<file path="src/rtl/videocard_pkg.sv">
// Shared definitions for the videocard loader: FSM state encoding and
// control-port register map constants.
package videocard_pkg;

    typedef enum logic [2:0] {
        IDLE,
        LOAD,
        KICK,
        POLL_REQ,
        POLL_WAIT,
        FINISH
    } state_t;

    localparam int unsigned CTRL_START_ADDR = 0;
    localparam int unsigned CTRL_START_VAL  = 1;
    localparam int unsigned CTRL_DONE_BIT   = 0;

endpackage

</file>
<file path="src/rtl/videocard_loader_if.sv">
// Bus bundle for the videocard loader: source word stream, RAM write port
// and control-port master. The loader uses the master modport.
interface videocard_loader_if #(
    parameter int WIDTH = 32,
    parameter int BYTES = 4
);
    logic [WIDTH-1:0]   src_data;
    logic               src_valid;
    logic               src_ready;

    logic [WIDTH/2-1:0] address;
    logic [WIDTH-1:0]   data_out;
    logic [BYTES-1:0]   byteenable;
    logic               write;

    logic               address_control;
    logic [WIDTH-1:0]   data_in_control;
    logic               write_control;
    logic               read_control;
    logic [WIDTH-1:0]   data_out_control;

    modport master (
        input  src_data, src_valid, data_out_control,
        output src_ready, address, data_out, byteenable, write,
               address_control, data_in_control, write_control, read_control
    );

    modport slave (
        output src_data, src_valid, data_out_control,
        input  src_ready, address, data_out, byteenable, write,
               address_control, data_in_control, write_control, read_control
    );

endinterface

</file>
<file path="src/rtl/videocard_loader.sv">
// Loads a block of words into video RAM, kicks the card through its control
// port and polls for completion. Optional poll abort: VIDEOCARD_LOADER_TIMEOUT_EN.
module videocard_loader
    import videocard_pkg::*;
#(
    parameter int WIDTH   = 32,
    parameter int BYTES   = 4,
    parameter int TIMEOUT = 1048576
) (
    input  logic               clk,
    input  logic               reset_sink_reset_n,
    input  logic               start,
    input  logic [WIDTH/2-1:0] base_addr,
    input  logic [WIDTH/2-1:0] word_count,
    output logic               busy,
    output logic               done,
    output logic               timeout,
    videocard_loader_if.master bus
);

    localparam int HALF = WIDTH / 2;

    state_t state, next_state;

    logic [HALF-1:0]  base_q;
    logic [HALF-1:0]  count_q;
    logic [HALF-1:0]  index_q;

    logic             accept;
    logic             last_word;
    logic             poll_ack;
    logic             poll_expired;

    logic             busy_d;
    logic             done_d;
    logic             src_ready_d;
    logic             write_d;
    logic             write_control_d;
    logic             read_control_d;
    logic [HALF-1:0]  address_d;
    logic [WIDTH-1:0] data_out_d;
    logic [BYTES-1:0] byteenable_d;
    logic             address_control_d;
    logic [WIDTH-1:0] data_in_control_d;

    assign accept    = (state == LOAD) && bus.src_valid && bus.src_ready;
    assign last_word = accept && (index_q == count_q - HALF'(1));
    assign poll_ack  = (state == POLL_WAIT) && bus.data_out_control[CTRL_DONE_BIT];

`ifdef VIDEOCARD_LOADER_TIMEOUT_EN
    localparam int CW = $clog2(TIMEOUT + 1);

    logic [CW-1:0] poll_cnt;
    logic          polling;

    assign polling      = (state == POLL_REQ) || (state == POLL_WAIT);
    assign poll_expired = polling && (poll_cnt == CW'(TIMEOUT - 1));

    always_ff @(posedge clk) begin
        if (!reset_sink_reset_n) begin
            poll_cnt <= '0;
            timeout  <= 1'b0;
        end else begin
            poll_cnt <= polling ? poll_cnt + CW'(1) : '0;
            timeout  <= poll_expired;
        end
    end
`else
    assign poll_expired = 1'b0;
    assign timeout      = 1'b0;
`endif

    always_ff @(posedge clk) begin
        if (!reset_sink_reset_n) begin
            state <= IDLE;
        end else begin
            state <= next_state;
        end
    end

    always_comb begin
        next_state = state;
        case (state)
            IDLE:      if (start) next_state = (word_count == '0) ? KICK : LOAD;
            LOAD:      if (last_word) next_state = KICK;
            KICK:      next_state = POLL_REQ;
            POLL_REQ:  next_state = poll_expired ? IDLE : POLL_WAIT;
            POLL_WAIT: begin
                if (poll_expired)  next_state = IDLE;
                else if (poll_ack) next_state = FINISH;
                else               next_state = POLL_REQ;
            end
            FINISH:    next_state = IDLE;
            default:   next_state = IDLE;
        endcase
    end

    // Outputs are registered from next_state so each one lines up with the
    // state it belongs to; RAM writes trail their accept by one cycle.
    always_comb begin
        busy_d            = next_state inside {LOAD, KICK, POLL_REQ, POLL_WAIT};
        done_d            = (next_state == FINISH);
        src_ready_d       = (next_state == LOAD);
        write_control_d   = (next_state == KICK);
        read_control_d    = (next_state == POLL_REQ);
        write_d           = accept;
        address_d         = bus.address;
        data_out_d        = bus.data_out;
        byteenable_d      = bus.byteenable;
        address_control_d = bus.address_control;
        data_in_control_d = bus.data_in_control;

        if (accept) begin
            address_d    = base_q + index_q;
            data_out_d   = bus.src_data;
            byteenable_d = '1;
        end
        if (next_state == KICK) begin
            address_control_d = 1'(CTRL_START_ADDR);
            data_in_control_d = WIDTH'(CTRL_START_VAL);
        end
        if (next_state == POLL_REQ) begin
            address_control_d = 1'(CTRL_START_ADDR);
        end
    end

    always_ff @(posedge clk) begin
        if (!reset_sink_reset_n) begin
            busy                <= 1'b0;
            done                <= 1'b0;
            bus.src_ready       <= 1'b0;
            bus.write           <= 1'b0;
            bus.write_control   <= 1'b0;
            bus.read_control    <= 1'b0;
            bus.address         <= '0;
            bus.data_out        <= '0;
            bus.byteenable      <= '0;
            bus.address_control <= 1'b0;
            bus.data_in_control <= '0;
        end else begin
            busy                <= busy_d;
            done                <= done_d;
            bus.src_ready       <= src_ready_d;
            bus.write           <= write_d;
            bus.write_control   <= write_control_d;
            bus.read_control    <= read_control_d;
            bus.address         <= address_d;
            bus.data_out        <= data_out_d;
            bus.byteenable      <= byteenable_d;
            bus.address_control <= address_control_d;
            bus.data_in_control <= data_in_control_d;
        end
    end

    always_ff @(posedge clk) begin
        if (!reset_sink_reset_n) begin
            base_q  <= '0;
            count_q <= '0;
            index_q <= '0;
        end else if ((state == IDLE) && start) begin
            base_q  <= base_addr;
            count_q <= word_count;
            index_q <= '0;
        end else if (accept) begin
            index_q <= index_q + HALF'(1);
        end
    end

endmodule

</file>
<file path="src/flat_wrapper.sv">
// flat-port wrapper written by rule: the top's interface ports become plain ports
module videocard_loader_flat import videocard_pkg::*;
#(
    parameter int WIDTH   = 32,
    parameter int BYTES   = 4,
    parameter int TIMEOUT = 1048576
)
  (clk, reset_sink_reset_n, start, base_addr, word_count, busy, done, timeout, bus_src_data, bus_src_valid, bus_data_out_control, bus_src_ready, bus_address, bus_data_out, bus_byteenable, bus_write, bus_address_control, bus_data_in_control, bus_write_control, bus_read_control);
  videocard_loader_if #(.WIDTH(WIDTH), .BYTES(BYTES)) bus_i ();
  input  logic clk;
  input  logic reset_sink_reset_n;
  input  logic start;
  input  logic [WIDTH/2-1:0] base_addr;
  input  logic [WIDTH/2-1:0] word_count;
  output logic busy;
  output logic done;
  output logic timeout;
  input wire logic [$bits(bus_i.src_data)-1:0] bus_src_data;
  input wire logic [$bits(bus_i.src_valid)-1:0] bus_src_valid;
  input wire logic [$bits(bus_i.data_out_control)-1:0] bus_data_out_control;
  output wire logic [$bits(bus_i.src_ready)-1:0] bus_src_ready;
  output wire logic [$bits(bus_i.address)-1:0] bus_address;
  output wire logic [$bits(bus_i.data_out)-1:0] bus_data_out;
  output wire logic [$bits(bus_i.byteenable)-1:0] bus_byteenable;
  output wire logic [$bits(bus_i.write)-1:0] bus_write;
  output wire logic [$bits(bus_i.address_control)-1:0] bus_address_control;
  output wire logic [$bits(bus_i.data_in_control)-1:0] bus_data_in_control;
  output wire logic [$bits(bus_i.write_control)-1:0] bus_write_control;
  output wire logic [$bits(bus_i.read_control)-1:0] bus_read_control;
  assign bus_i.src_data = bus_src_data;
  assign bus_i.src_valid = bus_src_valid;
  assign bus_i.data_out_control = bus_data_out_control;
  assign bus_src_ready = bus_i.src_ready;
  assign bus_address = bus_i.address;
  assign bus_data_out = bus_i.data_out;
  assign bus_byteenable = bus_i.byteenable;
  assign bus_write = bus_i.write;
  assign bus_address_control = bus_i.address_control;
  assign bus_data_in_control = bus_i.data_in_control;
  assign bus_write_control = bus_i.write_control;
  assign bus_read_control = bus_i.read_control;
  videocard_loader #(.WIDTH(WIDTH), .BYTES(BYTES), .TIMEOUT(TIMEOUT)) u_core (.clk(clk), .reset_sink_reset_n(reset_sink_reset_n), .start(start), .base_addr(base_addr), .word_count(word_count), .busy(busy), .done(done), .timeout(timeout), .bus(bus_i));
endmodule
</file>
<file path="config.mk">
export PLATFORM = sky130hd
export DESIGN_NAME = videocard_loader_flat
export DESIGN_NICKNAME = d
export VERILOG_FILES = /design/src/rtl/videocard_pkg.sv /design/src/rtl/videocard_loader_if.sv /design/src/rtl/videocard_loader.sv /design/src/flat_wrapper.sv
export SDC_FILE = /design/constraint.sdc
export NUM_CORES = 1
export LEC_CHECK = 0
export BUFFER_PORTS_ARGS = -buffer_cell sky130_fd_sc_hd__buf_2
export CORE_ASPECT_RATIO = 1.4
export CORE_MARGIN = 8
export CORE_UTILIZATION = 50
export CTS_CLUSTER_SIZE = 16
export DETAILED_ROUTE_END_ITERATION = 10
export PLACE_DENSITY = 0.83
export SLEW_MARGIN = 10
export SYNTH_ARGS = -nofsm -noshare
export SYNTH_HDL_FRONTEND = slang
export SYNTH_SLANG_ARGS = --single-unit
</file>
<file path="constraint.sdc">
create_clock -name clk -period 2.7 [get_ports clk]
set_input_delay 0.405 -clock clk [delete_from_list [all_inputs] [get_ports clk]]
set_output_delay 0.405 -clock clk [all_outputs]
set_load 0.01 [all_outputs]
</file>
==> insert_results.sql, run 1 <==
INSERT INTO impl_metrics (metric_group, metric, value, unit) VALUES
('cells_and_area', 'n_antenna_cell', '0', ''),
('routing', 'vias_per_cell', '5.270', ''),
('die', 'fp.dieArea', '14570', 'um^2'),
('power_and_ir_drop', 'powerDensity', '527.2', 'nW/um^2'),
('yosys', 'synthFlopType', 'sky130_fd_sc_hd__dfxtp_1', ''),
('cells_and_area', 'area_growth', '18.21', '%'),
('clock_network', 'clkLatencyLatePin', '0.35', 'ns'),
('place', 'dp.final_hpwl', '10.73', 'mm'),
('clock_network', 'tritoncts.num_buffers', '9', ''),
('routing', 'detailedRoute.firstIterationViolations', '281', ''),
('worst_setup_path', 'timing_worst_setup_path_type', 'reg2reg', ''),
('power_and_ir_drop', 'total_leakage_power', '2.855', 'nW'),
('place', 'place.port_buffers', '127', ''),
('grt', 'grt.total_usage', '19.57', '%'),
('worst_setup_path', 'timing.critical_path.to_type', 'register', ''),
('timing', 'timing.final.setup_violations', '0', ''),
('place', 'numPlacedInstances', '946', ''),
('worst_setup_path', 'cp_max_fo', '8', ''),
('routing', 'route.final.wire_length', '14.16', 'mm'),
('timing', 'finalMaxSlewViolations', '0', ''),
('worst_setup_path', 'cp.required', '2.96', 'ns'),
('clock_network', 'cts_post_setup_buffers_inserted', '0', ''),
('worst_setup_path', 'startpoint_type', 'register', ''),
('yosys', 'post_synth_edffs', '0', ''),
('routing', 'vias', '5070', ''),
('clock_network', 'htree_levels', '3', ''),
('cells_and_area', 'fillCellCount', '989', ''),
('timing', 'max_slew_margin', '62.64', '%'),
('worst_setup_path', 'cp_top_family', 'simple AND/OR/NAND/NOR gates', ''),
('worst_setup_path', 'timing.critical_path.buf_inv', '3', ''),
('worst_setup_path', 'dominant_cell_type_by_count_on_the_critical_path', 'sky130_fd_sc_hd__buf_4', ''),
('yosys', 'postSynthAreaPerCell', '7.849', 'um^2'),
('die', 'floorplan.die.width', '104.3', 'um'),
('grt', 'antenna_found_initial', '0', ''),
('min_path', 'timing.hold.worst.class', 'in2reg', ''),
('outcome', 'outcome', 'completed', ''),
('clock_network', 'clock_tree.root_cell', 'sky130_fd_sc_hd__clkbuf_16', ''),
('yosys', 'synth_async_sr_flop_share', '0', '%'),
('timing', 'finClkSkew', '0.005003', 'ns'),
('timing', 'period_needed', '2.570', 'ns'),
('clock_network', 'clock_tree.buffer_depth', '2', ''),
('yosys', 'synthDistinctLibCells', '61', ''),
('yosys', 'synth_area_leader_cell', 'sky130_fd_sc_hd__dfxtp_1', ''),
('cells_and_area', 'nets', '934', ''),
('timing', 'hold_viol_final', '0', ''),
('cells_and_area', 'drive_above_1_share', '22.17', '%'),
('yosys', 'yosys_register_bits', '107', ''),
('die', 'top_level_ports', '192', ''),
('grt', 'grt_first_pass_wirelength', '23.90', 'mm'),
('grt', 'grt_remaining_overflow', '0', ''),
('worst_setup_path', 'timing.critical_path.cells', 'inv_1 -> ha_1 -> or4b_1 -> buf_4 -> nor4_4 -> nor2_1 -> o31ai_2 -> a2111oi_2 -> buf_4 -> a31o_4 -> nor4b_2', ''),
('worst_setup_path', 'critPathArrivalTime', '2.83', 'ns'),
('cells_and_area', 'instances_no_fill', '962', ''),
('run', 'drv.max_cap_violation_count', '0', ''),
('routing', 'post-route-drc-count', '0', ''),
('grt', 'grt_start_max_net_pins', '53', ''),
('die', 'start_util', '50.80', '%'),
('yosys', 'synth_top_area_share', '39.21', '%'),
('routing', 'route.antenna.remaining_nets', '0', ''),
('place', 'routability_congestion', '0.8960', ''),
('timing', 'worst_slew_pin_slew', '0.5596', 'ns'),
('cells_and_area', 'post-route-util', '60.05', '%'),
('clock_network', 'cts_sinks', '107', ''),
('timing', 'fmaxAchievable', '0.3891', 'GHz'),
('die', 'design.core.area', '10750', 'um^2'),
('clock_network', 'cts_resized', '0', ''),
('yosys', 'syn_area', '5463', 'um^2'),
('clock_network', 'cts_tree', 'built', ''),
('yosys', 'top_cells_by_area_in_the_synthesized_netlist', 'sky130_fd_sc_hd__dfxtp_1, sky130_fd_sc_hd__nand2_1, sky130_fd_sc_hd__a21oi_1, sky130_fd_sc_hd__buf_4, sky130_fd_sc_hd__ha_1', ''),
('die', 'core.rowCount', '45', ''),
('routing', 'drt-pass1-iter-count', '4', '');
-- synthesized netlist by cell type (4+ instances only) --
library cell                 n
sky130_fd_sc_hd__a21oi_1    90
sky130_fd_sc_hd__and2_1      4
sky130_fd_sc_hd__and3_1      9
sky130_fd_sc_hd__buf_4      36
sky130_fd_sc_hd__clkbuf_1   34
sky130_fd_sc_hd__dfxtp_1   107
sky130_fd_sc_hd__ha_1       17
sky130_fd_sc_hd__inv_1      14
sky130_fd_sc_hd__nand2_1   167
sky130_fd_sc_hd__nand3_1    16
sky130_fd_sc_hd__nand4_1     8
sky130_fd_sc_hd__nor2_1     38
sky130_fd_sc_hd__nor2b_1     4
sky130_fd_sc_hd__nor3_1      6
sky130_fd_sc_hd__nor4_1      7
sky130_fd_sc_hd__o211ai_1    5
sky130_fd_sc_hd__o21a_1      4
sky130_fd_sc_hd__o21ai_0    21
sky130_fd_sc_hd__or3_1       7
sky130_fd_sc_hd__xnor2_1    17
sky130_fd_sc_hd__xor2_1     23
-- through the flow --
stage / area [um^2] / power [mW] / hold WS (ns) / setup slack, ns
2_1_floorplan: 5583 / 2.018 / 0.4400 / 0.2663
3_3_place_gp: 6155 / 2.120 / 0.4365 / 0.1645
3_5_place_dp: 6155 / 2.132 / 0.4431 / 0.1430
4_1_cts: 6450 / 3.429 / 0.2793 / 0.1361
5_1_grt: 6457 / 3.552 / 0.2891 / 0.01607
6_report: 6457 / 3.404 / 0.2884 / 0.1299
-- sequential cells by signal, summed over array words and instances, names as in the netlist --
signal,count
u_core.bus.data_out,32
u_core.base_q,16
u_core.bus.address,16
u_core.count_q,16
u_core.index_q,16
u_core.state,3
u_core.bus.byteenable,1
u_core.bus.data_in_control,1
u_core.bus.read_control,1
u_core.bus.src_ready,1
u_core.bus.write,1
u_core.bus.write_control,1
u_core.busy,1
u_core.done,1
-- area by class of cell --
| cell class | instances | area (um^2) | area share [%] |
|---|---|---|---|
| sequential | 107 | 2143 | 33.19 |
| inverter | 14 | 52.55 | 0.8138 |
| timing repair buffer | 151 | 815.8 | 12.63 |
| multi-input combinational | 533 | 2974 | 46.06 |
| clock inverter | 6 | 66.31 | 1.027 |
| clock buffer | 10 | 229.0 | 3.546 |
| tap | 141 | 176.4 | 2.732 |
-- cells in the final DEF, fill, tap and decap left out, drive strengths merged, types with 3 or more instances in the layout --
master / Yosys / routed
a211oi: 3 / 3
a21o: 3 / 3
a21oi: 90 / 90
a31oi: 3 / 3
and2: 4 / 4
and3: 9 / 9
buf: 40 / 151
clkbuf: 34 / 10
clkinvlp: 0 / 3
conb: 1 / 33
dfxtp: 107 / 107
ha: 17 / 17
inv: 14 / 14
mux2i: 3 / 3
nand2: 167 / 167
nand2b: 3 / 3
nand3: 16 / 16
nand3b: 3 / 3
nand4: 8 / 8
nor2: 38 / 38
nor2b: 4 / 4
nor3: 6 / 6
nor4: 8 / 8
nor4b: 3 / 3
o211ai: 5 / 5
o21a: 4 / 4
o21ai: 22 / 22
or3: 7 / 7
or4: 3 / 3
or4b: 3 / 3
xnor2: 17 / 17
xor2: 23 / 23
-- per-layer routing --
metal | part of all wire, % | GRT usage, % | up-vias | wire length (um)
met5 | 0 | 0 | - | 0
met2 | 52 | 35.01 | 169 | 7296
met4 | 3.4 | 9.793 | 0 | 480
met3 | 8.6 | 6.932 | 32 | 1223
met1 | 36 | 19.50 | 2321 | 5158
li1 | - | - | 2548 | -
-- worst reg2reg max path, stage by stage, from the launching register on --
cell                        delay [ns]
sky130_fd_sc_hd__dfxtp_2          0.34
sky130_fd_sc_hd__inv_1            0.05
sky130_fd_sc_hd__ha_1             0.14
sky130_fd_sc_hd__or4b_1           0.44
sky130_fd_sc_hd__buf_4            0.19
sky130_fd_sc_hd__nor4_4           0.16
sky130_fd_sc_hd__nor2_1           0.09
sky130_fd_sc_hd__o31ai_2          0.32
sky130_fd_sc_hd__a2111oi_2        0.12
sky130_fd_sc_hd__buf_4            0.16
sky130_fd_sc_hd__a31o_4           0.22
sky130_fd_sc_hd__nor4b_2          0.27
-- path summary, 6_finish.rpt --
check / start / endpoint / slack (ns) / depth (start not counted)
hold / removal: bus_src_data[19] / u_core.bus.data_out[19] / 0.29 / 3
setup / recovery: u_core.count_q[1] / u_core.bus.src_ready / 0.13 / 11
setup reg to reg: u_core.count_q[1] / u_core.bus.src_ready / 0.13 / 11
hold reg to reg: u_core.bus.data_out[22] / u_core.bus.data_out[22] / 0.45 / 2
-- where the power goes --
part	switching, mW	leakage (nW)	total [mW]	internal (mW)
combinational	0.260	1.85	0.440	0.180
clock	0.586	0.135	1.31	0.719
sequential	0.0345	0.869	1.66	1.62
total	0.881	2.86	3.40	2.52
-- cells by family after synthesis --
kind of cell / synth area share, %
other cells: 0.06865
xor+xnor: 6.413
simple gates: 24.19
flops: 39.21
fa+ha+maj: 4.260
mux: 0.5497
buf+inv: 8.841
compound gates: 16.47
(Power assumes the default switching activity.)
==> run 2, diff against run 1 <==
CORE_UTILIZATION = 52   (was 50)
CTS_BUF_LIST = sky130_fd_sc_hd__clkbuf_2   (was unset)
PLACE_DENSITY = 0.86   (was 0.83)
==> insert_results.sql, run 2 (same netlist as run 1, synthesis figures left out) <==
INSERT INTO impl_metrics (metric_group, metric, value, unit) VALUES
('outcome', 'outcome', 'completed', ''),
('worst_setup_path', 'timing.critical_path.buf_inv', '1', ''),
('routing', 'routed_wire_length_per_instance', '14.81', 'um'),
('power_and_ir_drop', 'worst_ir_drop_vdd', '0.2792', 'mV'),
('cells_and_area', 'instances_no_fill', '1010', ''),
('die', 'design.core.area', '10290', 'um^2'),
('timing', 'fin_crit_sh', '93.79', '%'),
('worst_setup_path', 'timing.critical_path.cells', 'or4_4 -> nor3_1 -> a21oi_1 -> o31ai_2 -> a2111oi_2 -> buf_4 -> a31o_4 -> nor4b_2', ''),
('cells_and_area', 'area_growth', '24.28', '%'),
('grt', 'grt_start_max_net_pins', '53', ''),
('clock_network', 'htree_levels', '3', ''),
('power_and_ir_drop', 'total_leakage_power', '2.992', 'nW'),
('place', 'numPlacedInstances', '938', ''),
('worst_setup_path', 'critPathArrivalTime', '3.05', 'ns'),
('worst_setup_path', 'critical-path-max-stage-delay', '0.62', 'ns'),
('cells_and_area', 'registers.top_by_ff_count', 'u_core.bus.data_out', ''),
('power_and_ir_drop', 'clockPowerShare', '24.6', '%'),
('clock_network', 'clock_tree.root_cell', 'sky130_fd_sc_hd__clkbuf_2', ''),
('cells_and_area', 'layout.cells.most_common_list', 'sky130_fd_sc_hd__nand2_1, sky130_fd_sc_hd__buf_2, sky130_fd_sc_hd__dfxtp_1, sky130_fd_sc_hd__a21oi_1, sky130_fd_sc_hd__dlygate4sd3_1', ''),
('place', 'routability_congestion', '0.8857', ''),
('routing', 'post-route-drc-count', '0', ''),
('worst_setup_path', 'timing.critical_path.slowest_stage_cell', 'sky130_fd_sc_hd__or4_4', ''),
('clock_network', 'cts_tree', 'built', ''),
('timing', 'worst_slew_pin_slew', '0.6280', 'ns'),
('clock_network', 'cts_post_setup_buffers_inserted', '0', ''),
('worst_setup_path', 'cp_top_family', 'simple AND/OR/NAND/NOR gates', ''),
('worst_setup_path', 'cp_max_fo', '7', ''),
('die', 'start_util', '53.06', '%'),
('grt', 'antenna_found_initial', '1', ''),
('routing', 'vias_per_cell', '5.266', ''),
('min_path', 'timing.hold.worst.class', 'in2reg', ''),
('power_and_ir_drop', 'sequentialPowerShare', '58.0', '%'),
('timing', 'period_needed', '2.532', 'ns'),
('cells_and_area', 'mostFrequentLayoutCell', 'sky130_fd_sc_hd__nand2_1', ''),
('min_path', 'min-delay-start', 'word_count[0]', ''),
('timing', 'finClkSkew', '0.01916', 'ns'),
('die', 'top_level_ports', '192', ''),
('clock_network', 'clock_tree.buffer_depth', '2', ''),
('die', 'fp.dieH', '137.3', 'um'),
('worst_setup_path', 'timing_worst_setup_path_type', 'reg2reg', ''),
('power_and_ir_drop', 'power.switching_fraction', '28.36', '%'),
('place', 'place.port_buffers', '127', ''),
('power_and_ir_drop', 'powerDensity', '424.3', 'nW/um^2'),
('die', 'floorplan.die.width', '102.6', 'um'),
('power_and_ir_drop', 'power.internal', '2.064', 'mW'),
('die', 'fp.dieArea', '14090', 'um^2'),
('grt', 'grt_first_pass_wirelength', '24.15', 'mm'),
('routing', 'route.antenna.remaining_nets', '0', ''),
('die', 'core.rowCount', '44', ''),
('routing', 'detailedRoute.firstIterationViolations', '251', ''),
('timing', 'timing.final.setup_violations', '0', ''),
('timing', 'fmaxAchievable', '0.3949', 'GHz'),
('clock_network', 'clk_pin_slew', '0.26', 'ns'),
('worst_setup_path', 'rr_startpoint', 'u_core.count_q[5]', ''),
('timing', 'finalMaxSlewViolations', '0', ''),
('timing', 'hold_viol_final', '0', ''),
('timing', 'totalNegativeSetupSlack', '0', 'ns'),
('grt', 'first_global_vias', '5248', ''),
('place', 'dp.final_hpwl', '10.50', 'mm'),
('timing', 'max_slew_margin', '58.07', '%'),
('timing', 'grt_setup_unrepaired', 'false', ''),
('power_and_ir_drop', 'share_comb_of_total_power', '17.4', '%'),
('clock_network', 'cts_sinks', '107', ''),
('cells_and_area', 'drive_above_1_share', '20.21', '%'),
('grt', 'grt_remaining_overflow', '0', ''),
('cells_and_area', 'nets', '984', ''),
('worst_setup_path', 'startpoint', 'u_core.count_q[5]', ''),
('worst_setup_path', 'timing.critical_path.to_type', 'register', ''),
('worst_setup_path', 'startpoint_type', 'register', ''),
('run', 'drv.max_cap_violation_count', '0', ''),
('power_and_ir_drop', 'switching_power', '0.8169', 'mW'),
('place', 'preCtsSetupSlack', '0.1449', 'ns'),
('clock_network', 'clkLatencyLatePin', '0.59', 'ns'),
('cells_and_area', 'post-route-util', '65.95', '%'),
('routing', 'drt-pass1-iter-count', '5', ''),
('timing', 'worst_slack', '0.1678', 'ns'),
('cells_and_area', 'largest_register_ffs', '32', ''),
('grt', 'grt.total_usage', '21.52', '%'),
('worst_setup_path', 'cp.required', '3.21', 'ns'),
('clock_network', 'tritoncts.num_buffers', '9', ''),
('routing', 'vias', '5319', ''),
('routing', 'route.final.wire_length', '14.96', 'mm'),
('timing', 'hold_slack', '0.02668', 'ns');
run 2: cell types whose count changed in the layout (fill, tap and decap cells not counted):
cell	previous run	this run
sky130_fd_sc_hd__clkbuf_2	0	9
sky130_fd_sc_hd__clkinvlp_4	3	0
sky130_fd_sc_hd__o221ai_1	1	0
sky130_fd_sc_hd__dfxtp_2	1	2
sky130_fd_sc_hd__buf_4	24	19
sky130_fd_sc_hd__clkbuf_16	9	0
sky130_fd_sc_hd__o221ai_2	0	1
sky130_fd_sc_hd__dfxtp_1	106	105
sky130_fd_sc_hd__clkinv_1	0	4
sky130_fd_sc_hd__or4b_2	1	0
sky130_fd_sc_hd__or4b_4	0	1
sky130_fd_sc_hd__diode_2	0	1
sky130_fd_sc_hd__clkbuf_1	1	0
sky130_fd_sc_hd__dlygate4sd3_1	0	55
run 2: worst paths after layout:
kind | to | slack (ns) | cells past startpoint
min reg2reg | u_core.bus.data_out[21] | 0.47 | 2
max | u_core.bus.src_ready | 0.17 | 8
max reg2reg | u_core.bus.src_ready | 0.17 | 8
min | u_core.count_q[0] | 0.03 | 3
run 2: area by class of cell:
class,count,area (um^2)
Timing Repair Buffer,201,1329
Sequential cell,107,2145
Antenna cell,1,2.502
Inverter,14,52.55
Clock buffer,9,45.04
Fill cell,897,3506
Tap cell,138,172.7
Clock inverter,7,58.81
Multi-Input combinational cell,533,2984
run 2: through the flow:
stage               total power [mW]  instance area, um^2
floorplan                      2.018                 5583
global placement               2.117                 6113
detailed placement             2.126                 6113
CTS                            2.885                 6768
global route                   3.010                 6789
finish                         2.881                 6789
run 2: worst min-delay path: cells and delay by family:
kind	cells	cell delay [ns]
buf+inv	1	0.11
simple gates	1	0.05
compound gates	1	0.05
run 2: power groups by stage:
| stage | logic (mW) | clock network, mW | registers (mW) |
|---|---|---|---|
| CTS | 0.493 | 0.725 | 1.67 |
| floorplan | 0.323 | 0 | 1.70 |
| detailed placement | 0.429 | 0 | 1.70 |
| global placement | 0.422 | 0 | 1.69 |
| finish | 0.502 | 0.709 | 1.67 |
| global route | 0.557 | 0.776 | 1.68 |
run 2: routing by layer:
layer | track usage, % | up-vias | part of all wire, %
met5 | 0 | - | 0
li1 | - | 2641 | -
met1 | 22.64 | 2497 | 38
met2 | 39.50 | 159 | 53
met3 | 5.362 | 22 | 7.2
met4 | 8.600 | 0 | 2.2
run 2: timing repair:
item                                   in CTS  in global routing
endpoints found under the hold margin      55                  0
gates resized for setup                     0                  5
hold buffers                               55                  0
setup endpoints to repair                   0                  2
==> run 3, diff against run 2 <==
ABC_AREA = 1   (was unset)
SETUP_SLACK_MARGIN = 0.5   (was unset)
==> insert_results.sql, run 3 <==
INSERT INTO impl_metrics (metric_group, metric, value, unit) VALUES
('outcome', 'outcome', 'completed', ''),
('clock_network', 'cts_tree', 'built', ''),
('yosys', 'synthDistinctLibCells', '40', ''),
('routing', 'post-route-drc-count', '0', ''),
('die', 'top_level_ports', '192', ''),
('timing', 'hold_viol_final', '0', ''),
('worst_setup_path', 'rr_endpoint', 'u_core.bus.address[14]', ''),
('die', 'floorplan.die.width', '103.1', 'um'),
('clock_network', 'clock_tree.root_cell', 'sky130_fd_sc_hd__clkbuf_2', ''),
('yosys', 'yosysWarnings', '0', ''),
('grt', 'grt_remaining_overflow', '0', ''),
('worst_setup_path', 'cp_top_family', 'simple AND/OR/NAND/NOR gates', ''),
('worst_setup_path', 'ff2ff_setup_slack', '0.61', 'ns'),
('yosys', 'sequential_fraction_of_the_synthesis_area', '38.83', '%'),
('worst_setup_path', 'cp_num_cells', '12', ''),
('clock_network', 'cts_sinks', '107', ''),
('power_and_ir_drop', 'powerDensity', '475.5', 'nW/um^2'),
('worst_setup_path', 'timing.critical_path.buf_inv', '2', ''),
('worst_setup_path', 'startpoint', 'u_core.index_q[0]', ''),
('timing', 'finClkSkew', '0.03042', 'ns'),
('worst_setup_path', 'timing.critical_path.cells', 'ha_1 -> inv_1 -> fa_1 -> nand3b_1 -> nand2_2 -> a21boi_1 -> nand3b_1 -> a21oi_1 -> nor2_1 -> nand2_1 -> o211ai_1 -> inv_1', ''),
('grt', 'grt_start_max_net_pins', '56', ''),
('worst_setup_path', 'timing.critical_path.to_type', 'register', ''),
('yosys', 'synth_top_area_share', '38.83', '%'),
('routing', 'detailedRoute.firstIterationViolations', '204', ''),
('timing', 'fin_crit_sh', '77.40', '%'),
('timing', 'timing.final.setup_violations', '0', ''),
('yosys', 'syn_area', '5517', 'um^2'),
('grt', 'first_global_vias', '5056', ''),
('worst_setup_path', 'cp-endpoint', 'u_core.bus.address[14]', ''),
('yosys', 'yosys.cell_count.top_type', 'sky130_fd_sc_hd__nor2_1', ''),
('die', 'design.core.area', '10350', 'um^2'),
('place', 'place.port_buffers', '127', ''),
('cells_and_area', 'fillCellCount', '997', ''),
('yosys', 'post_synth_inst_count', '784', ''),
('routing', 'vias_per_cell', '4.954', ''),
('clock_network', 'clkLatencyLatePin', '0.61', 'ns'),
('clock_network', 'clk_pin_slew', '0.30', 'ns'),
('cells_and_area', 'nets', '1030', ''),
('cells_and_area', 'area_growth', '16.19', '%'),
('cells_and_area', 'layout.cells.most_common_list', 'sky130_fd_sc_hd__nor2_1, sky130_fd_sc_hd__buf_2, sky130_fd_sc_hd__dfxtp_1, sky130_fd_sc_hd__nand2_1, sky130_fd_sc_hd__o21ai_0', ''),
('yosys', 'synth_async_sr_flop_share', '0', '%'),
('place', 'routability_congestion', '0.8961', ''),
('routing', 'routed_wire_length_per_instance', '13.59', 'um'),
('power_and_ir_drop', 'total_leakage_power', '3.216', 'nW'),
('grt', 'antenna_found_initial', '1', ''),
('yosys', 'top_cells_by_area_in_the_synthesized_netlist', 'sky130_fd_sc_hd__dfxtp_1, sky130_fd_sc_hd__nor2_1, sky130_fd_sc_hd__o21ai_0, sky130_fd_sc_hd__nand2_1, sky130_fd_sc_hd__buf_4', ''),
('worst_setup_path', 'startpoint_type', 'register', ''),
('place', 'dp.final_hpwl', '10.86', 'mm'),
('run', 'drv.max_cap_violation_count', '0', ''),
('power_and_ir_drop', 'power.total', '3.048', 'mW'),
('cells_and_area', 'registers.top_by_ff_count', 'u_core.bus.data_out', ''),
('worst_setup_path', 'reg2reg_depth', '12', ''),
('yosys', 'post_synth_edffs', '0', ''),
('timing', 'grt_setup_unrepaired', 'true', ''),
('clock_network', 'tritoncts.num_buffers', '9', ''),
('timing', 'fmaxAchievable', '0.4785', 'GHz'),
('clock_network', 'htree_levels', '3', ''),
('die', 'start_util', '53.30', '%'),
('worst_setup_path', 'timing_worst_setup_path_type', 'reg2reg', ''),
('cells_and_area', 'largest_register_ffs', '32', ''),
('die', 'fp.dieH', '137.9', 'um'),
('worst_setup_path', 'critical-path-max-stage-delay', '0.41', 'ns'),
('routing', 'route.final.wire_length', '14.33', 'mm'),
('routing', 'drt-pass1-iter-count', '5', ''),
('worst_setup_path', 'cp.required', '3.27', 'ns'),
('cells_and_area', 'drive_above_1_share', '18.67', '%'),
('worst_setup_path', 'rr_startpoint', 'u_core.index_q[0]', ''),
('grt', 'grt.total_usage', '20.21', '%'),
('timing', 'period_needed', '2.090', 'ns'),
('yosys', 'postSynthAreaPerCell', '7.036', 'um^2'),
('routing', 'vias', '5226', ''),
('timing', 'max_slew_margin', '62.92', '%'),
('grt', 'grt_first_pass_wirelength', '22.77', 'mm'),
('yosys', 'synthFlopType', 'sky130_fd_sc_hd__dfxtp_1', ''),
('power_and_ir_drop', 'worst_ir_drop_vdd', '0.2430', 'mV'),
('yosys', 'yosys_register_bits', '107', ''),
('worst_setup_path', 'timing.critical_path.slowest_stage_cell', 'sky130_fd_sc_hd__dfxtp_2', ''),
('clock_network', 'clock_tree.buffer_depth', '2', ''),
('yosys', 'synth_area_leader_cell', 'sky130_fd_sc_hd__dfxtp_1', ''),
('worst_setup_path', 'cp_max_fo', '4', ''),
('die', 'core.rowCount', '44', ''),
('yosys', 'synthTopCellsByCount', 'sky130_fd_sc_hd__nor2_1, sky130_fd_sc_hd__dfxtp_1, sky130_fd_sc_hd__nand2_1, sky130_fd_sc_hd__o21ai_0, sky130_fd_sc_hd__inv_1', ''),
('worst_setup_path', 'critPathArrivalTime', '2.66', 'ns'),
('min_path', 'timing.hold.worst.class', 'in2reg', ''),
('timing', 'totalNegativeSetupSlack', '0', 'ns'),
('routing', 'route.antenna.remaining_nets', '0', ''),
('cells_and_area', 'mostFrequentLayoutCell', 'sky130_fd_sc_hd__nor2_1', ''),
('die', 'fp.dieArea', '14210', 'um^2'),
('timing', 'finalMaxSlewViolations', '0', ''),
('timing', 'worst_slew_pin_slew', '0.5563', 'ns');
[run 3: changes by cell type after synthesis, sizes merged, moves of 4 or more]
cell | before | now
nor2 | 38 | 173
o21ai | 22 | 89
nand2 | 167 | 102
inv | 14 | 72
a21oi | 90 | 49
nand3 | 16 | 35
clkbuf | 34 | 23
xnor2 | 17 | 7
and3 | 9 | 0
or3 | 7 | 0
nor3 | 6 | 12
nor4 | 8 | 2
xor2 | 23 | 17
nor2b | 4 | 0
[run 3: tightest hold or removal path: cells and delay by family]
| family | cells | cell delay (ns) |
|---|---|---|
| simple gates | 2 | 0.15 |
| buf+inv | 1 | 0.07 |
[run 3: what timing repair did]
item	CTS	global route
buffers inserted	1	0
hold buffers	13	0
pin swaps	0	1
resized for setup	2	10
endpoints found under the hold margin	13	0
setup endpoints to repair	1	9
[run 3: final cells by class]
cell class	count	area, um^2	share of cell area, %
multi-input combinational	573	2867	44.72
sequential	107	2147	33.50
timing repair buffer	148	825.8	12.88
inverter	73	274.0	4.275
tap	138	172.7	2.694
clock inverter	6	76.32	1.191
clock buffer	9	45.04	0.7027
antenna	1	2.502	0.03904
[run 3: report_power, final]
group	internal [mW]	total [mW]	switching [mW]
sequential	1.66	1.71	0.0501
combinational	0.215	0.558	0.343
clock	0.224	0.782	0.559
[run 3: worst min-delay path by stage]
stage                                  startpoint                            end  slack (ns)  cells after the start
floorplan                        u_core.base_q[0]               u_core.base_q[0]        0.44                      2
global placement    u_core.bus.data_in_control[0]  u_core.bus.data_in_control[0]        0.44                      2
detailed placement  u_core.bus.data_in_control[0]  u_core.bus.data_in_control[0]        0.45                      2
CTS                              bus_src_data[21]        u_core.bus.data_out[21]       0.002                      3
global route                         base_addr[0]               u_core.base_q[0]       0.001                      3
finish                              base_addr[13]              u_core.base_q[13]        0.02                      3
[run 3: stage by stage]
stage	setup WS [ns]	hold WS, ns	instance area (um^2)	cells	util (%)
after floorplan	0.7372	0.4447	5637	816	-
after global placement	0.4967	0.4392	6122	1025	59.15
after detailed placement	0.4916	0.4457	6122	1025	59.15
after CTS	0.5094	0.001785	6384	1054	61.68
after global routing	0.4627	0.001481	6410	1055	61.93
final	0.6102	0.02452	6410	1055	61.93
[run 3: logic make-up (layout without fill, tap and decap cells)]
group	Yosys count	in the layout	synth area share (%)
simple gates	341	341	25.92
compound gates	156	156	14.97
buf+inv	136	236	11.77
flops	107	107	38.83
xor+xnor	25	25	4.219
fa+ha+maj	18	18	4.219
other cells	1	34	0.06798
[run 3: metal layers]
metal / routed length [um] / global-route usage (%) / vias to the layer above
li1: - / - / 2720
met1: 5656 / 21.88 / 2341
met2: 7291 / 35.61 / 146
met3: 1075 / 5.176 / 19
met4: 311 / 9.605 / 0
met5: 0 / 0 / -
